--- src/rtl/axi4_lite_reg_slave.sv ---
// AXI4-Lite register file: one read-only ID word at index 0 followed by NUM_RW_REGS
// read/write words. Write and read channels run independently, one transaction each.
module axi4_lite_reg_slave #(
   parameter int unsigned ADDR_BIT_WIDTH = 32,
   parameter int unsigned DATA_BIT_WIDTH = 32,
   parameter int unsigned NUM_RW_REGS    = 4,
   parameter logic [31:0] ID_VALUE       = 32'hC0DE_0001,
   parameter logic [31:0] RW_RESET_VALUE = 32'h0000_0000
) (
   input  logic                        i_clk,
   input  logic                        i_rst_n,
   input  logic [ADDR_BIT_WIDTH-1:0]   i_awaddr,
   input  logic                        i_awvalid,
   output logic                        o_awready,
   input  logic [DATA_BIT_WIDTH-1:0]   i_wdata,
   input  logic [DATA_BIT_WIDTH/8-1:0] i_wstrb,
   input  logic                        i_wvalid,
   output logic                        o_wready,
   output logic [1:0]                  o_bresp,
   output logic                        o_bvalid,
   input  logic                        i_bready,
   input  logic [ADDR_BIT_WIDTH-1:0]   i_araddr,
   input  logic                        i_arvalid,
   output logic                        o_arready,
   output logic [DATA_BIT_WIDTH-1:0]   o_rdata,
   output logic [1:0]                  o_rresp,
   output logic                        o_rvalid,
   input  logic                        i_rready,
   output logic [32*NUM_RW_REGS-1:0]   o_rw_regs
);

   localparam int unsigned IdxW  = ADDR_BIT_WIDTH - 2;
   localparam int unsigned StrbW = DATA_BIT_WIDTH / 8;
   localparam logic [1:0]  RespOkay   = 2'b00;
   localparam logic [1:0]  RespSlvErr = 2'b10;

   if (DATA_BIT_WIDTH != 32) begin : g_bad_data_width
      $error("axi4_lite_reg_slave: DATA_BIT_WIDTH must be 32");
   end
   if (NUM_RW_REGS < 1 || NUM_RW_REGS > 64) begin : g_bad_num_regs
      $error("axi4_lite_reg_slave: NUM_RW_REGS must be within 1..64");
   end
   if (ADDR_BIT_WIDTH < 2 + $clog2(NUM_RW_REGS + 1)) begin : g_bad_addr_width
      $error("axi4_lite_reg_slave: ADDR_BIT_WIDTH too small for the register map");
   end

   typedef enum logic {WCollect, WResp} wstate_e;
   typedef enum logic {RIdle, RData} rstate_e;

   wstate_e wstate_q, wstate_d;
   rstate_e rstate_q, rstate_d;

   logic                      aw_latched_q, aw_latched_d;
   logic                      w_latched_q, w_latched_d;
   logic [IdxW-1:0]           awidx_q, awidx_d;
   logic [DATA_BIT_WIDTH-1:0] wdata_q, wdata_d;
   logic [StrbW-1:0]          wstrb_q, wstrb_d;
   logic [1:0]                bresp_q, bresp_d;
   logic [NUM_RW_REGS-1:0][31:0] regs_q, regs_d;
   logic [DATA_BIT_WIDTH-1:0] rdata_q, rdata_d;
   logic [1:0]                rresp_q, rresp_d;

   logic                      aw_hs, w_hs;
   logic [IdxW-1:0]           wr_idx;
   logic [DATA_BIT_WIDTH-1:0] wr_data;
   logic [StrbW-1:0]          wr_strb;
   logic                      wr_mapped;
   logic [IdxW-1:0]           rd_idx;
   logic [DATA_BIT_WIDTH-1:0] rd_word;
   logic [1:0]                rd_resp;

   // Byte offset bits are don't-care in the register map.
   logic unused_addr_lsbs;
   assign unused_addr_lsbs = ^{i_awaddr[1:0], i_araddr[1:0]};

   assign o_awready = (wstate_q == WCollect) && !aw_latched_q;
   assign o_wready  = (wstate_q == WCollect) && !w_latched_q;
   assign aw_hs     = i_awvalid && o_awready;
   assign w_hs      = i_wvalid && o_wready;

   // A handshake in the current cycle takes precedence over a not-yet-latched channel,
   // so the commit can happen on the same edge as the last handshake.
   assign wr_idx    = aw_latched_q ? awidx_q : i_awaddr[ADDR_BIT_WIDTH-1:2];
   assign wr_data   = w_latched_q ? wdata_q : i_wdata;
   assign wr_strb   = w_latched_q ? wstrb_q : i_wstrb;
   assign wr_mapped = (wr_idx != '0) && (wr_idx <= IdxW'(NUM_RW_REGS));

   always_comb begin
      wstate_d     = wstate_q;
      aw_latched_d = aw_latched_q;
      w_latched_d  = w_latched_q;
      awidx_d      = awidx_q;
      wdata_d      = wdata_q;
      wstrb_d      = wstrb_q;
      bresp_d      = bresp_q;
      regs_d       = regs_q;
      case (wstate_q)
         WCollect: begin
            if (aw_hs) begin
               aw_latched_d = 1'b1;
               awidx_d      = i_awaddr[ADDR_BIT_WIDTH-1:2];
            end
            if (w_hs) begin
               w_latched_d = 1'b1;
               wdata_d     = i_wdata;
               wstrb_d     = i_wstrb;
            end
            if ((aw_latched_q || aw_hs) && (w_latched_q || w_hs)) begin
               wstate_d     = WResp;
               aw_latched_d = 1'b0;
               w_latched_d  = 1'b0;
               bresp_d      = wr_mapped ? RespOkay : RespSlvErr;
               for (int unsigned k = 0; k < NUM_RW_REGS; k++) begin
                  if (wr_idx == IdxW'(k + 1)) begin
                     for (int unsigned b = 0; b < StrbW; b++) begin
                        if (wr_strb[b]) begin
                           regs_d[k][8*b +: 8] = wr_data[8*b +: 8];
                        end
                     end
                  end
               end
            end
         end
         WResp: begin
            if (i_bready) begin
               wstate_d = WCollect;
            end
         end
         default: wstate_d = WCollect;
      endcase
   end

   assign rd_idx = i_araddr[ADDR_BIT_WIDTH-1:2];

   always_comb begin
      rd_word = '0;
      rd_resp = RespSlvErr;
      if (rd_idx == '0) begin
         rd_word = ID_VALUE;
         rd_resp = RespOkay;
      end
      for (int unsigned k = 0; k < NUM_RW_REGS; k++) begin
         if (rd_idx == IdxW'(k + 1)) begin
            rd_word = regs_q[k];
            rd_resp = RespOkay;
         end
      end
   end

   // Reads sample regs_q, so a write committing on the AR edge is not yet visible.
   always_comb begin
      rstate_d = rstate_q;
      rdata_d  = rdata_q;
      rresp_d  = rresp_q;
      case (rstate_q)
         RIdle: begin
            if (i_arvalid) begin
               rstate_d = RData;
               rdata_d  = rd_word;
               rresp_d  = rd_resp;
            end
         end
         RData: begin
            if (i_rready) begin
               rstate_d = RIdle;
            end
         end
         default: rstate_d = RIdle;
      endcase
   end

   always_ff @(posedge i_clk or negedge i_rst_n) begin
      if (!i_rst_n) begin
         wstate_q     <= WCollect;
         rstate_q     <= RIdle;
         aw_latched_q <= 1'b0;
         w_latched_q  <= 1'b0;
         awidx_q      <= '0;
         wdata_q      <= '0;
         wstrb_q      <= '0;
         bresp_q      <= RespOkay;
         regs_q       <= {NUM_RW_REGS{RW_RESET_VALUE}};
         rdata_q      <= '0;
         rresp_q      <= RespOkay;
      end else begin
         wstate_q     <= wstate_d;
         rstate_q     <= rstate_d;
         aw_latched_q <= aw_latched_d;
         w_latched_q  <= w_latched_d;
         awidx_q      <= awidx_d;
         wdata_q      <= wdata_d;
         wstrb_q      <= wstrb_d;
         bresp_q      <= bresp_d;
         regs_q       <= regs_d;
         rdata_q      <= rdata_d;
         rresp_q      <= rresp_d;
      end
   end

   assign o_bvalid  = (wstate_q == WResp);
   assign o_bresp   = bresp_q;
   assign o_arready = (rstate_q == RIdle);
   assign o_rvalid  = (rstate_q == RData);
   assign o_rdata   = rdata_q;
   assign o_rresp   = rresp_q;
   assign o_rw_regs = regs_q;

endmodule

--- config.mk ---
export PLATFORM = sky130hd
export DESIGN_NAME = axi4_lite_reg_slave
export DESIGN_NICKNAME = d
export VERILOG_FILES = /design/src/rtl/axi4_lite_reg_slave.sv
export SDC_FILE = /design/constraint.sdc
export NUM_CORES = 1
export LEC_CHECK = 0
export BUFFER_PORTS_ARGS = -buffer_cell sky130_fd_sc_hd__buf_2
export CAP_MARGIN = 30
export CELL_PAD_IN_SITES_DETAIL_PLACEMENT = 1
export CELL_PAD_IN_SITES_GLOBAL_PLACEMENT = 2
export CORE_MARGIN = 2
export CORE_UTILIZATION = 38
export DETAILED_ROUTE_END_ITERATION = 8
export GPL_TIMING_DRIVEN = 0
export PLACE_DENSITY = 0.95
export RECOVER_POWER = 25
export SYNTH_ARGS = -nofsm -noshare
export SYNTH_HDL_FRONTEND = slang
export SYNTH_SLANG_ARGS = --single-unit
--- constraint.sdc ---
create_clock -name i_clk -period 5.66 [get_ports i_clk]
set_input_delay 1.415 -clock i_clk [delete_from_list [all_inputs] [get_ports i_clk]]
set_output_delay 1.415 -clock i_clk [all_outputs]
set_load 0.05 [all_outputs]
==> results_dict.tcl <==
set metrics [dict create \
    status "complete, but fails checks" \
    violations "capacitance limit, slew limit" \
    design_area_sq_um 13700 \
    htree_levels 1 \
    total_power_mw 5.10 \
    drv_slew 113 \
    drv_cap 1 \
    grt-ovfl-total 0 \
    avgSynthCellArea_sq_um 13.0 \
    die-area_sq_um 30000 \
    portBuffers 266 \
    synth_top_area_cell "dfrtp_1" \
    synth_ff_type "dfrtp_1" \
    yosys-top-cells-area "dfrtp_1 (53%), mux2_2 (15%), mux2_4 (9.9%)" \
    syn_to_final_growth_pct 25.6 \
    rsz0062_at_grt "false" \
    die_width_um 173 \
    fin_util_pct 48.8 \
    max_stage_delay_ns 0.70 \
    crit_slowest_cell "clkbuf_1" \
    dpl.hpwl_mm 25.8 \
    first_global_vias 9048 \
    path_class "register to output port" \
    cts_tree "yes" \
    antenna_left 0 \
    drive_gt1_share_pct 49.9 \
    irDropWorstVdd_mv 0.225 \
    die_height_um 173 \
    wl_per_cell_um 23.1 \
    multi_input_area_sq_um 4830 \
    drt_iter0_markers 343 \
    fmax_mhz 270 \
    drt_first_pass_iters 4 \
    post-route-period-util_pct 65.4 \
    path_max_fanout 10 \
    cp.required_ns 4.24 \
    antenna_found_initial 7 \
    maxSlewHeadroom_pct -92.7 \
    worstSetupStartpointType "register" \
    core_sq_um 28000 \
    synth_area_sq_um 10900 \
    fin_skew_ns 0.0217 \
    crit_family "buffers and inverters" \
    routed_wl_mm 35.4 \
    fillCellCount 2994 \
    synthArstFlopShare_pct 100 \
    clk_pin_slew_ns 0.05 \
    post_cts_buffers 0 \
    root_buffer "clkbuf_16" \
    numClockSinks 232 \
    postSynthCellCount 834 \
    initial_core_util_pct 38.8 \
    hold_class "register to register" \
    critPathArrivalTime_ns 2.29 \
    cts_inserted_buffers 27 \
    synth-warning-count 0 \
    grt_max_degree 121 \
    cts_buffer_depth 3 \
    min_period_ns 3.70 \
    clk-insertion-delay-late_ns 0.54 \
    path_cells "buf_2 -> clkbuf_1 -> nor2_1 -> buf_2" \
    vias_per_cell 5.35 \
    finalHoldViolations 0 \
    setup_viol 0 \
    synth.distinct_cells 54 \
    leakage_nw 6.89 \
    power.density_nw_per_um2 373 \
    crit_top_cell "buf_2" \
    cts_resized 0 \
    drc_errors 0 \
    path_buf_inv 3 \
    ios 276 \
    ys_ff_latch 232 \
    gp_congestion 0.831 \
    num_rows 61 \
    synth-edff-count 0 \
    stdcell_count 1536 \
    grt_first_pass_wirelength_mm 54.7 \
    seq_area_sq_um 5810 \
    final_nets 1239 \
    worst_pin_slew_ns 2.89 \
    gr-usage-all-layers_pct 23.3 \
    ys_seq_area_share_pct 53.4 \
    crit_path_end_kind "output port" \
    dpl_cell_area_sq_um 12700 \
    dpl.cell_count 1480 \
    vias 8221 \
    yosys.area.top_type_share_pct 53.4 \
    cts_hold_buf 0 \
]
[synthesized netlist by cell type (all sizes together) (8+ instances only)]
| cell type | count |
|---|---|
| dfrtp | 232 |
| mux2 | 225 |
| nand2 | 64 |
| nor2 | 40 |
| o21ai | 35 |
| a21oi | 34 |
| clkbuf | 27 |
| o22ai | 24 |
| o31ai | 23 |
| buf | 20 |
| nand3 | 17 |
| nor3 | 16 |
| nor4 | 14 |
| mux2i | 12 |
| o2bb2ai | 8 |
[layer usage]
| metal | share of wire, % | GRT usage, % | wire [um] |
|---|---|---|---|
| met3 | 6.7 | 5.78 | 2360 |
| met5 | 0.037 | 0 | 13 |
| met1 | 39 | 27.8 | 13800 |
| met2 | 52 | 41.6 | 18300 |
| met4 | 2.8 | 7.03 | 989 |
[metrics by stage]
step                setup slack [ns]  hold WS, ns  setup TNS, ns
floorplan                       2.71        0.475              0
global placement              -0.947        0.457        -214.18
detailed placement              1.71        0.465              0
CTS                             1.94        0.478              0
global route                    1.63        0.498              0
finish                          1.96        0.475              0
[report_power, final]
group	leakage (nW)	internal [mW]	switching, mW
clock network	0.463	1.10	0.695
registers	3.07	1.93	0.163
logic	3.35	0.526	0.692
[cell usage in the layout, fill, tap and decap left out, types with 7 or more instances in the layout]
cell type / netlist / layout
o31ai_1: 23 / 23
clkbuf_1: 27 / 30
nor3_1: 14 / 14
dfrtp_1: 232 / 232
mux2i_1: 12 / 12
clkbuf_16: 0 / 27
o2bb2ai_1: 8 / 8
mux2_4: 72 / 72
nand3_2: 7 / 7
nand2_1: 64 / 64
o21ai_0: 34 / 34
o22ai_1: 24 / 24
nor4_1: 12 / 12
nand3_4: 9 / 9
buf_2: 8 / 272
a21oi_1: 33 / 33
diode_2: 0 / 7
nor2_1: 34 / 34
mux2_1: 10 / 10
clkbuf_8: 0 / 7
mux2_2: 143 / 143
clkinv_2: 0 / 8
[layout make-up]
cell class                 count  area share [%]
sequential                   232            42.5
clock buffer                  35            5.68
inverter                       5           0.137
antenna                        7           0.128
tap                          378            3.46
buffer                        47            1.64
timing repair buffer         268            10.0
multi-input combinational    551            35.4
clock inverter                13            1.07
[worst reg2reg max path: stages, from the launching register on]
cell	delay (ns)
dfrtp_1	0.46
nor2b_1	0.17
nor2b_1	0.15
clkbuf_1	0.51
buf_1	0.76
mux2_2	0.43
[cell families after synthesis]
| kind of cell | after synthesis | synth area share, % |
|---|---|---|
| flip-flops | 232 | 53.4 |
| AND/OR/NAND/NOR | 173 | 9.33 |
| multiplexers | 237 | 26.9 |
| buffers and inverters | 52 | 2.24 |
| XOR/XNOR | 2 | 0.161 |
| AO/OA/AOI/OAI | 137 | 7.99 |
| other | 1 | 0.0345 |
[sequential cells by signal (all words and copies together) (netlist names)]
name / count
o_bresp: 1
awidx_q: 30
o_rw_regs: 128
o_rdata: 32
w_latched_q: 1
wdata_q: 32
o_rvalid: 1
o_bvalid: 1
wstrb_q: 4
aw_latched_q: 1
o_rresp: 1
[worst paths after layout]
| kind | startpoint | end | slack [ns] | depth (start not counted) |
|---|---|---|---|---|
| setup / recovery | w_latched_q$_DFFE_PN0P_ | o_wready | 1.96 | 4 |
| hold / removal | o_bresp[1]$_DFFE_PN0P_ | o_bresp[1]$_DFFE_PN0P_ | 0.48 | 1 |
| setup reg to reg | o_bvalid$_DFF_PN0_ | wdata_q[16]$_DFFE_PN0P_ | 3.07 | 5 |
| hold reg to reg | o_bresp[1]$_DFFE_PN0P_ | o_bresp[1]$_DFFE_PN0P_ | 0.48 | 1 |
| max in group asynchronous | i_rst_n | o_rw_regs[72]$_DFFE_PN0P_ | 2.17 | 1 |
| min in group asynchronous | i_rst_n | awidx_q[12]$_DFFE_PN0P_ | 1.77 | 1 |
Power figures use the tool's default switching activity.
